`config.mk`:
```
export PLATFORM = sky130hd
export DESIGN_NAME = ov5640_reg_seq_flat
export DESIGN_NICKNAME = d
export VERILOG_FILES = /design/src/rtl/ov5640_reg_seq_if.sv /design/src/rtl/ov5640_reg_seq.sv /design/src/flat_wrapper.sv
export SDC_FILE = /design/constraint.sdc
export NUM_CORES = 1
export LEC_CHECK = 0
export BUFFER_PORTS_ARGS = -buffer_cell sky130_fd_sc_hd__buf_2
export CAP_MARGIN = 10
export CORE_ASPECT_RATIO = 0.9
export CORE_UTILIZATION = 50
export CTS_CLUSTER_SIZE = 12
export DETAILED_ROUTE_END_ITERATION = 6
export GPL_TIMING_DRIVEN = 0
export PLACE_DENSITY = 0.72
export SETUP_SLACK_MARGIN = 0.4
export SLEW_MARGIN = 20
export SYNTH_ARGS = -nofsm -noshare
export SYNTH_HDL_FRONTEND = slang
export SYNTH_SLANG_ARGS = --single-unit
```
`constraint.sdc`:
```
create_clock -name clk_i -period 4.9 [get_ports clk_i]
set_input_delay 0.245 -clock clk_i [delete_from_list [all_inputs] [get_ports clk_i]]
set_output_delay 0.245 -clock clk_i [all_outputs]
set_load 0.02 [all_outputs]
```
`src/rtl/ov5640_reg_seq_if.sv`:
```
// Request/response bundle between the OV5640 register sequencer and the
// I2C/SCCB master.
//   wr_data_o  : {data, addr_lo, addr_hi, dev_addr}, byte0 goes out first
//   wr_cnt_o   : bytes to write, device byte included
//   rd_cnt_o   : bytes to read back
//   iic_en_o   : transfer request, held until the master reports busy
//   iic_mode_o : 1 = random read (write phase, restart, read phase)
//   iic_busy_i : master busy
//   rd_data_i  : last byte read by the master, valid when busy falls
// modport master: the sequencer side. modport slave: the I2C master side.
interface ov5640_reg_seq_if;
    logic [31:0] wr_data_o;
    logic [7:0]  wr_cnt_o;
    logic [7:0]  rd_cnt_o;
    logic        iic_en_o;
    logic        iic_mode_o;
    logic        iic_busy_i;
    logic [7:0]  rd_data_i;

    modport master (
        output wr_data_o, wr_cnt_o, rd_cnt_o, iic_en_o, iic_mode_o,
        input  iic_busy_i, rd_data_i
    );

    modport slave (
        input  wr_data_o, wr_cnt_o, rd_cnt_o, iic_en_o, iic_mode_o,
        output iic_busy_i, rd_data_i
    );
endinterface

```
`src/rtl/ov5640_reg_seq.sv`:
```
// OV5640 register-table sequencer. After a power-up wait it reads the chip
// ID (0x300A/0x300B), then walks an external registered ROM, turning each
// entry into a 4-byte SCCB write, a millisecond delay, or an end marker.
// Ports:
//   clk_i, rst_i   : clock, synchronous active-high reset
//   start_i        : one-cycle start pulse (honoured in IDLE/DONE/ERR only)
//   tab_idx_o      : ROM index; tab_dat_i = {addr[15:0], data[7:0]} one
//                    cycle after the index changes
//   iic            : request/response bundle to the I2C master
//   cfg_busy_o     : sequence running
//   cfg_done_o     : table finished (level)
//   cfg_err_o      : ID mismatch or request timeout (level)
//   id_o           : captured chip ID
module ov5640_reg_seq #(
    parameter logic [7:0]  DEV_ADDR     = 8'h78,
    parameter int unsigned TAB_LEN      = 256,
    parameter int unsigned IDX_W        = 8,
    parameter int unsigned CLK_FREQ_KHZ = 50000,
    parameter int unsigned PWR_DLY_MS   = 20,
    parameter logic [15:0] ID_VAL       = 16'h5640,
    parameter logic [15:0] REQ_TO       = 16'd65535,
    parameter logic [7:0]  GAP          = 8'd32
) (
    input  logic               clk_i,
    input  logic               rst_i,
    input  logic               start_i,
    output logic [IDX_W-1:0]   tab_idx_o,
    input  logic [23:0]        tab_dat_i,
    ov5640_reg_seq_if.master   iic,
    output logic               cfg_busy_o,
    output logic               cfg_done_o,
    output logic               cfg_err_o,
    output logic [15:0]        id_o
);

    localparam int MS_W = (CLK_FREQ_KHZ > 1) ? $clog2(CLK_FREQ_KHZ) : 1;
    localparam logic [MS_W-1:0]  MS_LAST  = MS_W'(CLK_FREQ_KHZ - 1);
    localparam logic [IDX_W-1:0] IDX_LAST = IDX_W'(TAB_LEN - 1);
    localparam logic [15:0]      PWR_MS   = 16'(PWR_DLY_MS);

    typedef enum logic [3:0] {
        S_IDLE, S_PWR, S_IDH, S_IDL, S_FETCH, S_DEC,
        S_REQ, S_WAIT, S_GAPW, S_DLY, S_DONE, S_ERR
    } state_e;

    // Which transfer the shared REQ/WAIT/GAPW handshake is serving.
    typedef enum logic [1:0] {PH_IDH, PH_IDL, PH_WR} phase_e;

    state_e            state_q, state_d;
    phase_e            phase_q, phase_d;
    logic [IDX_W-1:0]  idx_q, idx_d;
    logic [31:0]       wd_q, wd_d;
    logic [7:0]        wc_q, wc_d;
    logic [7:0]        rc_q, rc_d;
    logic              en_q, en_d;
    logic              mode_q, mode_d;
    logic              busy_q, busy_d;
    logic              done_q, done_d;
    logic              err_q, err_d;
    logic [15:0]       id_q, id_d;
    logic [MS_W-1:0]   ms_cnt_q, ms_cnt_d;
    logic [15:0]       ms_left_q, ms_left_d;
    logic [15:0]       to_cnt_q, to_cnt_d;
    logic [7:0]        gap_cnt_q, gap_cnt_d;

    logic        ms_tick;
    logic        at_last;
    logic        gap_end;
    logic        start_ok;
    logic [15:0] tab_addr;
    logic [7:0]  tab_val;

    assign ms_tick  = (ms_cnt_q == MS_LAST);
    assign at_last  = (idx_q == IDX_LAST);
    assign gap_end  = (GAP == 8'd0) || (gap_cnt_q == GAP - 8'd1);
    // A master still busy from an aborted transfer must finish first.
    assign start_ok = start_i && !iic.iic_busy_i;
    assign tab_addr = tab_dat_i[23:8];
    assign tab_val  = tab_dat_i[7:0];

    always_comb begin
        state_d   = state_q;
        phase_d   = phase_q;
        idx_d     = idx_q;
        wd_d      = wd_q;
        wc_d      = wc_q;
        rc_d      = rc_q;
        en_d      = en_q;
        mode_d    = mode_q;
        busy_d    = busy_q;
        done_d    = done_q;
        err_d     = err_q;
        id_d      = id_q;
        ms_left_d = ms_left_q;
        to_cnt_d  = to_cnt_q;
        gap_cnt_d = gap_cnt_q;
        ms_cnt_d  = ms_tick ? '0 : ms_cnt_q + MS_W'(1);

        unique case (state_q)
            S_IDLE, S_DONE, S_ERR: begin
                if (start_ok) begin
                    done_d    = 1'b0;
                    err_d     = 1'b0;
                    busy_d    = 1'b1;
                    idx_d     = '0;
                    ms_left_d = PWR_MS;
                    state_d   = S_PWR;
                end
            end
            S_PWR: begin
                if (ms_left_q == 16'd0) begin
                    state_d = S_IDH;
                end else if (ms_tick) begin
                    ms_left_d = ms_left_q - 16'd1;
                    if (ms_left_q == 16'd1) state_d = S_IDH;
                end
            end
            S_IDH, S_IDL: begin
                wd_d = {8'h00, (state_q == S_IDH) ? 8'h0A : 8'h0B,
                        8'h30, DEV_ADDR};
                wc_d     = 8'd3;
                rc_d     = 8'd1;
                mode_d   = 1'b1;
                phase_d  = (state_q == S_IDH) ? PH_IDH : PH_IDL;
                en_d     = 1'b1;
                to_cnt_d = 16'd0;
                state_d  = S_REQ;
            end
            S_FETCH: state_d = S_DEC;
            S_DEC: begin
                unique case (1'b1)
                    (tab_addr == 16'hFFFE): state_d = S_DONE;
                    (tab_addr == 16'hFFFF): begin
                        if (tab_val == 8'd0) begin
                            state_d = at_last ? S_DONE : S_FETCH;
                            idx_d   = at_last ? idx_q : idx_q + IDX_W'(1);
                        end else begin
                            ms_left_d = {8'h00, tab_val};
                            state_d   = S_DLY;
                        end
                    end
                    default: begin
                        wd_d = {tab_val, tab_addr[7:0],
                                tab_addr[15:8], DEV_ADDR};
                        wc_d     = 8'd4;
                        rc_d     = 8'd0;
                        mode_d   = 1'b0;
                        phase_d  = PH_WR;
                        en_d     = 1'b1;
                        to_cnt_d = 16'd0;
                        state_d  = S_REQ;
                    end
                endcase
            end
            S_REQ: begin
                if (iic.iic_busy_i) begin
                    en_d    = 1'b0;
                    state_d = S_WAIT;
                end else if (to_cnt_q == REQ_TO - 16'd1) begin
                    state_d = S_ERR;
                end else begin
                    to_cnt_d = to_cnt_q + 16'd1;
                end
            end
            S_WAIT: begin
                if (!iic.iic_busy_i) begin
                    if (phase_q == PH_IDH) id_d[15:8] = iic.rd_data_i;
                    if (phase_q == PH_IDL) id_d[7:0]  = iic.rd_data_i;
                    gap_cnt_d = 8'd0;
                    state_d   = S_GAPW;
                end
            end
            S_GAPW: begin
                if (gap_end) begin
                    unique case (phase_q)
                        PH_IDH: state_d = S_IDL;
                        PH_IDL: state_d = (id_q == ID_VAL) ? S_FETCH : S_ERR;
                        default: begin
                            state_d = at_last ? S_DONE : S_FETCH;
                            idx_d   = at_last ? idx_q : idx_q + IDX_W'(1);
                        end
                    endcase
                end else begin
                    gap_cnt_d = gap_cnt_q + 8'd1;
                end
            end
            S_DLY: begin
                if (ms_tick) begin
                    if (ms_left_q <= 16'd1) begin
                        state_d = at_last ? S_DONE : S_FETCH;
                        idx_d   = at_last ? idx_q : idx_q + IDX_W'(1);
                    end else begin
                        ms_left_d = ms_left_q - 16'd1;
                    end
                end
            end
            default: state_d = S_IDLE;
        endcase

        if (state_d == S_DONE) begin
            done_d = 1'b1;
            busy_d = 1'b0;
        end
        if (state_d == S_ERR) begin
            err_d  = 1'b1;
            busy_d = 1'b0;
            en_d   = 1'b0;
        end
        // Restart the ms phase so a delay is a whole number of ms.
        if ((state_d == S_PWR || state_d == S_DLY) && state_d != state_q)
            ms_cnt_d = '0;
    end

    always_ff @(posedge clk_i) begin
        if (rst_i) begin
            state_q   <= S_IDLE;
            phase_q   <= PH_IDH;
            idx_q     <= '0;
            wd_q      <= '0;
            wc_q      <= '0;
            rc_q      <= '0;
            en_q      <= 1'b0;
            mode_q    <= 1'b0;
            busy_q    <= 1'b0;
            done_q    <= 1'b0;
            err_q     <= 1'b0;
            id_q      <= '0;
            ms_cnt_q  <= '0;
            ms_left_q <= '0;
            to_cnt_q  <= '0;
            gap_cnt_q <= '0;
        end else begin
            state_q   <= state_d;
            phase_q   <= phase_d;
            idx_q     <= idx_d;
            wd_q      <= wd_d;
            wc_q      <= wc_d;
            rc_q      <= rc_d;
            en_q      <= en_d;
            mode_q    <= mode_d;
            busy_q    <= busy_d;
            done_q    <= done_d;
            err_q     <= err_d;
            id_q      <= id_d;
            ms_cnt_q  <= ms_cnt_d;
            ms_left_q <= ms_left_d;
            to_cnt_q  <= to_cnt_d;
            gap_cnt_q <= gap_cnt_d;
        end
    end

    assign tab_idx_o      = idx_q;
    assign iic.wr_data_o  = wd_q;
    assign iic.wr_cnt_o   = wc_q;
    assign iic.rd_cnt_o   = rc_q;
    assign iic.iic_en_o   = en_q;
    assign iic.iic_mode_o = mode_q;
    assign cfg_busy_o     = busy_q;
    assign cfg_done_o     = done_q;
    assign cfg_err_o      = err_q;
    assign id_o           = id_q;

endmodule

```
`src/flat_wrapper.sv`:
```
// flat-port wrapper written by rule: the top's interface ports become plain ports
module ov5640_reg_seq_flat 
#(
    parameter logic [7:0]  DEV_ADDR     = 8'h78,
    parameter int unsigned TAB_LEN      = 256,
    parameter int unsigned IDX_W        = 8,
    parameter int unsigned CLK_FREQ_KHZ = 50000,
    parameter int unsigned PWR_DLY_MS   = 20,
    parameter logic [15:0] ID_VAL       = 16'h5640,
    parameter logic [15:0] REQ_TO       = 16'd65535,
    parameter logic [7:0]  GAP          = 8'd32
)
  (clk_i, rst_i, start_i, tab_idx_o, tab_dat_i, cfg_busy_o, cfg_done_o, cfg_err_o, id_o, iic_wr_data_o, iic_wr_cnt_o, iic_rd_cnt_o, iic_iic_en_o, iic_iic_mode_o, iic_iic_busy_i, iic_rd_data_i);
  ov5640_reg_seq_if iic_i ();
  input  logic clk_i;
  input  logic rst_i;
  input  logic start_i;
  output logic [IDX_W-1:0] tab_idx_o;
  input  logic [23:0] tab_dat_i;
  output logic cfg_busy_o;
  output logic cfg_done_o;
  output logic cfg_err_o;
  output logic [15:0] id_o;
  output wire logic [$bits(iic_i.wr_data_o)-1:0] iic_wr_data_o;
  output wire logic [$bits(iic_i.wr_cnt_o)-1:0] iic_wr_cnt_o;
  output wire logic [$bits(iic_i.rd_cnt_o)-1:0] iic_rd_cnt_o;
  output wire logic [$bits(iic_i.iic_en_o)-1:0] iic_iic_en_o;
  output wire logic [$bits(iic_i.iic_mode_o)-1:0] iic_iic_mode_o;
  input wire logic [$bits(iic_i.iic_busy_i)-1:0] iic_iic_busy_i;
  input wire logic [$bits(iic_i.rd_data_i)-1:0] iic_rd_data_i;
  assign iic_wr_data_o = iic_i.wr_data_o;
  assign iic_wr_cnt_o = iic_i.wr_cnt_o;
  assign iic_rd_cnt_o = iic_i.rd_cnt_o;
  assign iic_iic_en_o = iic_i.iic_en_o;
  assign iic_iic_mode_o = iic_i.iic_mode_o;
  assign iic_i.iic_busy_i = iic_iic_busy_i;
  assign iic_i.rd_data_i = iic_rd_data_i;
  ov5640_reg_seq #(.DEV_ADDR(DEV_ADDR), .TAB_LEN(TAB_LEN), .IDX_W(IDX_W), .CLK_FREQ_KHZ(CLK_FREQ_KHZ), .PWR_DLY_MS(PWR_DLY_MS), .ID_VAL(ID_VAL), .REQ_TO(REQ_TO), .GAP(GAP)) u_core (.clk_i(clk_i), .rst_i(rst_i), .start_i(start_i), .tab_idx_o(tab_idx_o), .tab_dat_i(tab_dat_i), .iic(iic_i), .cfg_busy_o(cfg_busy_o), .cfg_done_o(cfg_done_o), .cfg_err_o(cfg_err_o), .id_o(id_o));
endmodule
```
# Yosys cells after proc, flatten, opt, wreduce, memory -nomap -nowiden
# Index checks and enable logic that the tools add are counted.
[word_totals] ff_bits=139 input_bits=36 wordCells=160
[op_classes] addsub=5 order_cmp=1 eq_ne=42 n_mux=59 bitwise_logic=1 n_reduce_logical=35
[ops] op="$mux 16" n=10
[ops] op="$mux 8" n=12
[ops] op="$eq 16x16->1 const B" n=4
[ops] op="$pmux 16 s4" n=1
[ops] op="$pmux 32 s2" n=1
[ops] op="$mux 4" n=13
[ops] op="$pmux 16 s3" n=1
[ops] op="$pmux 8 s2" n=3
[ops] op="$pmux 4 s9" n=1
[ops] op="$add 16x1->16 const B" n=2
[ops] op="$mux 32" n=1
[ops] op="$pmux 8 s4" n=1
[ops] op="$eq 4x4->1 const B" n=7
[ops] op="$ne 2x2->1 const B" n=10
[ops] op="$add 8x1->8 const B" n=2
[ops] op="$eq 16x1->1 const B" n=1
[ops] op="$eq 16x15->1 const B" n=1
[ops] op="$eq 4x3->1 const B" n=4
[ops] op="$le 16x1->1 const B" n=1
[ops] op="$logic_not 16->1" n=1
[ops] op="$pmux 4 s2" n=2
[ops] op="$reduce_and 8->1" n=2
[ops] op="$sub 16x1->16 const B" n=1
[ops] op="$ne 2x1->1 const B" n=7
[ops] op="other kinds (26)" n=54

# Logic depth before layout (Yosys ltp)
[logic_depth] ltp_word=9 depth_mapped=10 ltp_nobuf=9

# Worst setup path after synthesis
# No wires, ideal clock.
[synth_path] path_kind="register -> register" start="register u_core.id_q[15] (netlist: u_core.id_o[15])" end="register u_core.ms_cnt_q[10]" setup_ns=0.115 arrival_ns=2.608 path_slack_ns=2.178 stages_incl_launch_ff=9 n_path_buf=1 period_less_slack_ns=2.722 path_cell_list="dfxtp_1 -> or4_4 -> nor4_4 -> a22oi_2 -> a2111o_1 -> nand2b_4 -> o41ai_4 -> buf_6 -> nor2_1"
[synth_via] elab_chain_len=9 word_cells_on_any_way=11
[synth_rtl] item="start: declaration" line="ov5640_reg_seq.sv:60" text="logic [15:0] id_q, id_d;"
[synth_rtl] item="start signal: assignment" line="ov5640_reg_seq.sv:244" text="id_q <= id_d;"
[synth_rtl] item="$eq 16x15->1 (*)" line="ov5640_reg_seq.sv:177" text="PH_IDL: state_d = (id_q == ID_VAL) ? S_FETCH : S_ERR;"
[synth_rtl] item="$mux 4 (*)" line="ov5640_reg_seq.sv:177"
[synth_rtl] item="$pmux 4 s2 (*)" line="ov5640_reg_seq.sv:175" text="unique case (phase_q)"
[synth_rtl] item="$mux 4 (*)" line="ov5640_reg_seq.sv:174" text="if (gap_end) begin"
[synth_rtl] item="$pmux 4 s9 (*)" line="ov5640_reg_seq.sv:99" text="unique case (state_q)"
[synth_rtl] item="$eq 4x1->1 / $eq 4x4->1 (equally long branches)" line="ov5640_reg_seq.sv:210" text="if ((state_d == S_PWR || state_d == S_DLY) && state_d != state_q)"
[synth_rtl] item="$logic_or 1x1->1" line="ov5640_reg_seq.sv:210"
[synth_rtl] item="$logic_and 1x1->1 (*)" line="ov5640_reg_seq.sv:210"
[synth_rtl] item="$reduce_or 3->1 (no line) (*)"
[synth_rtl] item="end signal: assignment" line="ov5640_reg_seq.sv:245" text="ms_cnt_q <= ms_cnt_d;"
[synth_rtl] item="end: declaration" line="ov5640_reg_seq.sv:61" text="logic [MS_W-1:0] ms_cnt_q, ms_cnt_d;"
# Every way passes the cells marked *; elsewhere a longest branch is shown, timed or not.
# A chain may end at the register's enable or synchronous reset.

# Worst setup path after layout
[layout_path] start="register u_core.ms_left_q[8]" end="register u_core.ms_cnt_q[7]"
[layout_via] elab_chain_len=9 word_cells_on_any_way=15
[layout_rtl] item="start: declaration" line="ov5640_reg_seq.sv:62" text="logic [15:0] ms_left_q, ms_left_d;"
[layout_rtl] item="start signal: assignment" line="ov5640_reg_seq.sv:246" text="ms_left_q <= ms_left_d;"
[layout_rtl] item="parallel branches: the longest is 4 deep, another holds $le 16x1->1"
[layout_rtl] item="$pmux 4 s9 (*)" line="ov5640_reg_seq.sv:99"
[layout_rtl] item="$eq 4x1->1 / $eq 4x4->1 (equally long branches)" line="ov5640_reg_seq.sv:210"
[layout_rtl] item="$logic_or 1x1->1" line="ov5640_reg_seq.sv:210"
[layout_rtl] item="$logic_and 1x1->1 (*)" line="ov5640_reg_seq.sv:210"
[layout_rtl] item="$reduce_or 3->1 (no line) (*)"
# Mark *: on every way between the ends.

==> results.cfg <==
[cells_and_area]
stdcell_count = 1000
n_fill_cell = 1051
drive_above_1_share_pct = 20.1
areaGrowthSynthToFinish_pct = 22.2
register_area_mm2 = 0.00232
nets = 877
n_antenna_cell = 0
multi_input_area_mm2 = 0.00327
final_core_util_pct = 62.8

[timing]
fin_setup_tns_ps = 0
period_needed_ps = 3280
fin_crit_sh_pct = 66.9
worst_slack_ps = 1620
fmax_mhz = 305
relSlewSlack_pct = 40.4
finClkSkew_ps = 6.50
tightest_slew_ps = 889
hold_viol_final = 0
setup_viol = 0
drv_slew = 0
rsz0062_at_grt = no

[detailed_routing]
viasPerCell = 5.58
post_drt_wl_per_cell_um = 15.6
vias = 5582
drtPass1Iterations = 5
final_antenna_net_count = 0
finalWirelength_um = 15600
drc = 0
drtIter0Drc = 428

[synthesis]
syn_area_mm2 = 0.00590
async_flop_share_pct = 0
synth_edf_count = 0
syn_inst = 703
synth_seq_area_share_pct = 39.4
synth_ff_type = dfxtp_1
syn_avg_cell_area_um2 = 8.39
synth_warnings = 0
synth_seq_cells = 116
ys_types = 70

[global_routing]
busiest_layer = met2
grt_pass1_wl_um = 25500
gr-total-overflow = 0
grt_max_degree = 17
grtUsageMet2_pct = 42.6
grt_pass1_vias = 5340
grt_antenna_before_repair = 0
grt_use_met3_pct = 8.24
grtUsageMet1_pct = 34.4
grt_usage_pct = 27.0

[critical_path]
worst-path-stages = 8
timing.rr.start = u_core.ms_left_q[8]
critPathBufInv = 1
r2r.worst_path.cells = 8
cp_max_fo = 10
arrival_ps = 3620
critPathTopFamily = simple AND/OR/NAND/NOR gates
r2r_setup_slack_ps = 1620
cp-start-kind = flip-flop
worstPathCellList = nor4_1 > nand4_1 > nor3_1 > o32ai_1 > a211oi_2 > o41ai_4 > buf_6 > nor2_1
cp_data_required_time_ps = 5240
cpPeakStageDelay_ps = 680
cp_slowest_cell = nor4_1
r2r-end = u_core.ms_cnt_q[7]
end_kind = flip-flop
crit_path_start = u_core.ms_left_q[8]
crit_type = flip-flop to flip-flop
crit_end = u_core.ms_cnt_q[7]

[clock_tree]
cts_sinks = 116
cts_htree_levels = 4
cts_tree = built
cts_buffers = 17
ctsHoldBuffers = 0
clk_latency_ps = 410
cts_max_path_buffers = 2
clk_root_buffer_cell = clkbuf_16
post_cts_buffers = 0
clk_pin_slew_ps = 50
ctsResizeCount = 0

[placed_design]
dp.cells = 970
pre_cts_ws_ps = 1660
gp_congestion = 0.932
portBuffers = 96
dp_hpwl_um = 11700

[min_path]
min_path_type = primary input to flip-flop

[die]
core_mm2 = 0.0115
start_util_pct = 51.4
dieHeight_um = 105
die_area_mm2 = 0.0122
fp-row-count = 37
ios = 113
die_w_um = 117

[power_and_ir_drop]
irDropWorstVdd_mv = 0.345
power.leakage_uw = 0.00299
p_total_uw = 3710
powerDensity_mw_per_mm2 = 514

[run_status]
status = completed

[job]
drv_cap = 0
[Yosys cell counts, drive strengths merged (2+ instances only)]
cell type / n / area share (%)
inv: 13 / 0.83
o32ai: 2 / 0.30
xnor2: 18 / 2.7
xor2: 29 / 4.3
or4: 6 / 0.83
a2111o: 3 / 0.57
ha: 8 / 1.7
o31ai: 2 / 0.25
or2: 4 / 0.42
nor2b: 10 / 1.1
o21ai: 20 / 1.7
clkbuf: 26 / 1.7
and3: 28 / 3.0
nor2: 122 / 7.8
nor3: 9 / 0.85
buf: 30 / 3.7
a32o: 4 / 0.68
nand2: 58 / 3.7
and4: 3 / 0.45
nand2b: 5 / 0.66
o41ai: 3 / 1.1
nand4: 24 / 2.5
dfxtp: 116 / 39
o2111ai: 4 / 0.59
a31oi: 5 / 0.53
and2: 4 / 0.42
nor4: 10 / 1.3
a211oi: 6 / 0.85
nor4b: 4 / 0.81
o221a: 5 / 0.95
nor3b: 5 / 0.64
or3: 7 / 0.74
o211ai: 2 / 0.25
nand4b: 2 / 0.30
nand3: 22 / 2.1
o21bai: 2 / 0.25
a21oi: 41 / 3.5
a211o: 2 / 0.30
nand3b: 3 / 0.38
mux2i: 18 / 3.1
[layout make-up]
cell class	count	area share, %
clock buffer	25	6.60
multi-input combinational	533	45.4
tap	156	2.71
sequential	116	32.2
timing repair buffer	96	6.67
clock inverter	5	1.39
buffer	56	4.37
inverter	13	0.677
[cell families after synthesis]
family / synth area share [%]
AOI/OAI and AO/OA: 14.1
xor gates and xnor gates: 6.98
adders and majority gates: 1.70
buffers and inverters: 6.17
DFF: 39.4
muxes: 3.05
other: 0.0636
and+or+nand+nor: 28.5
[routing by layer]
| metal | wire length, µm | part of all wire (%) |
|---|---|---|
| met5 | 0 | 0 |
| met4 | 330 | 2.1 |
| met3 | 1140 | 7.3 |
| met2 | 7170 | 46 |
| met1 | 6950 | 45 |
[worst min path at each step]
stage | start | cells after the start | slack [ps] | end
final | iic_rd_data_i[1] | 3 | 90 | u_core.id_o[9]
after global routing | iic_rd_data_i[1] | 3 | 90 | u_core.id_o[1]
after detailed placement | u_core.cfg_err_o | 1 | 470 | u_core.cfg_err_o
after floorplan | iic_rd_data_i[2] | 2 | 390 | u_core.id_o[10]
after global placement | u_core.iic.wr_data_o[15] | 2 | 460 | u_core.iic.wr_data_o[15]
after CTS | iic_rd_data_i[1] | 3 | 70 | u_core.id_o[1]
[worst reg2reg max path: stages, from the launching register on]
cell	delay [ps]
dfxtp_1	360
nor4_1	690
nand4_1	430
nor3_1	470
o32ai_1	160
a211oi_2	590
o41ai_4	220
buf_6	190
nor2_1	110
[through the flow]
step                      instance area, µm²  hold WS, ps
final                                   7210         89.7
after global routing                    7210         91.7
after global placement                  6630          459
after detailed placement                6630          473
after floorplan                         5960          392
after CTS                               7210         72.9
[state kept, by name, indices dropped and copies added (netlist names), 2 cells and up]
name                  flops
u_core.id_o              16
u_core.iic.wr_data_o     25
u_core.gap_cnt_q          8
u_core.to_cnt_q          16
u_core.state_q            4
u_core.ms_cnt_q          16
u_core.iic.wr_cnt_o       2
u_core.tab_idx_o          8
u_core.ms_left_q         16
[cell usage in the layout, fill, tap and decap left out, drive strengths merged, types with 7 or more instances in the layout]
master	n
dfxtp	116
ha	8
or3	7
nor2	122
nor2b	10
and3	28
clkbuf	51
o21ai	20
inv	13
xor2	29
mux2i	18
nor3	9
xnor2	18
nand4	24
nand2	58
conb	16
a21oi	41
nand3	22
buf	126
nor4	10
[where the power goes]
part	leakage [µW]	internal [µW]	total, µW	switching, µW
registers	0.000937	1050	1150	97.9
logic	0.00177	489	1330	841
clock network	0.000281	819	1230	410
Note: power is estimated with default switching activity, not from simulation.
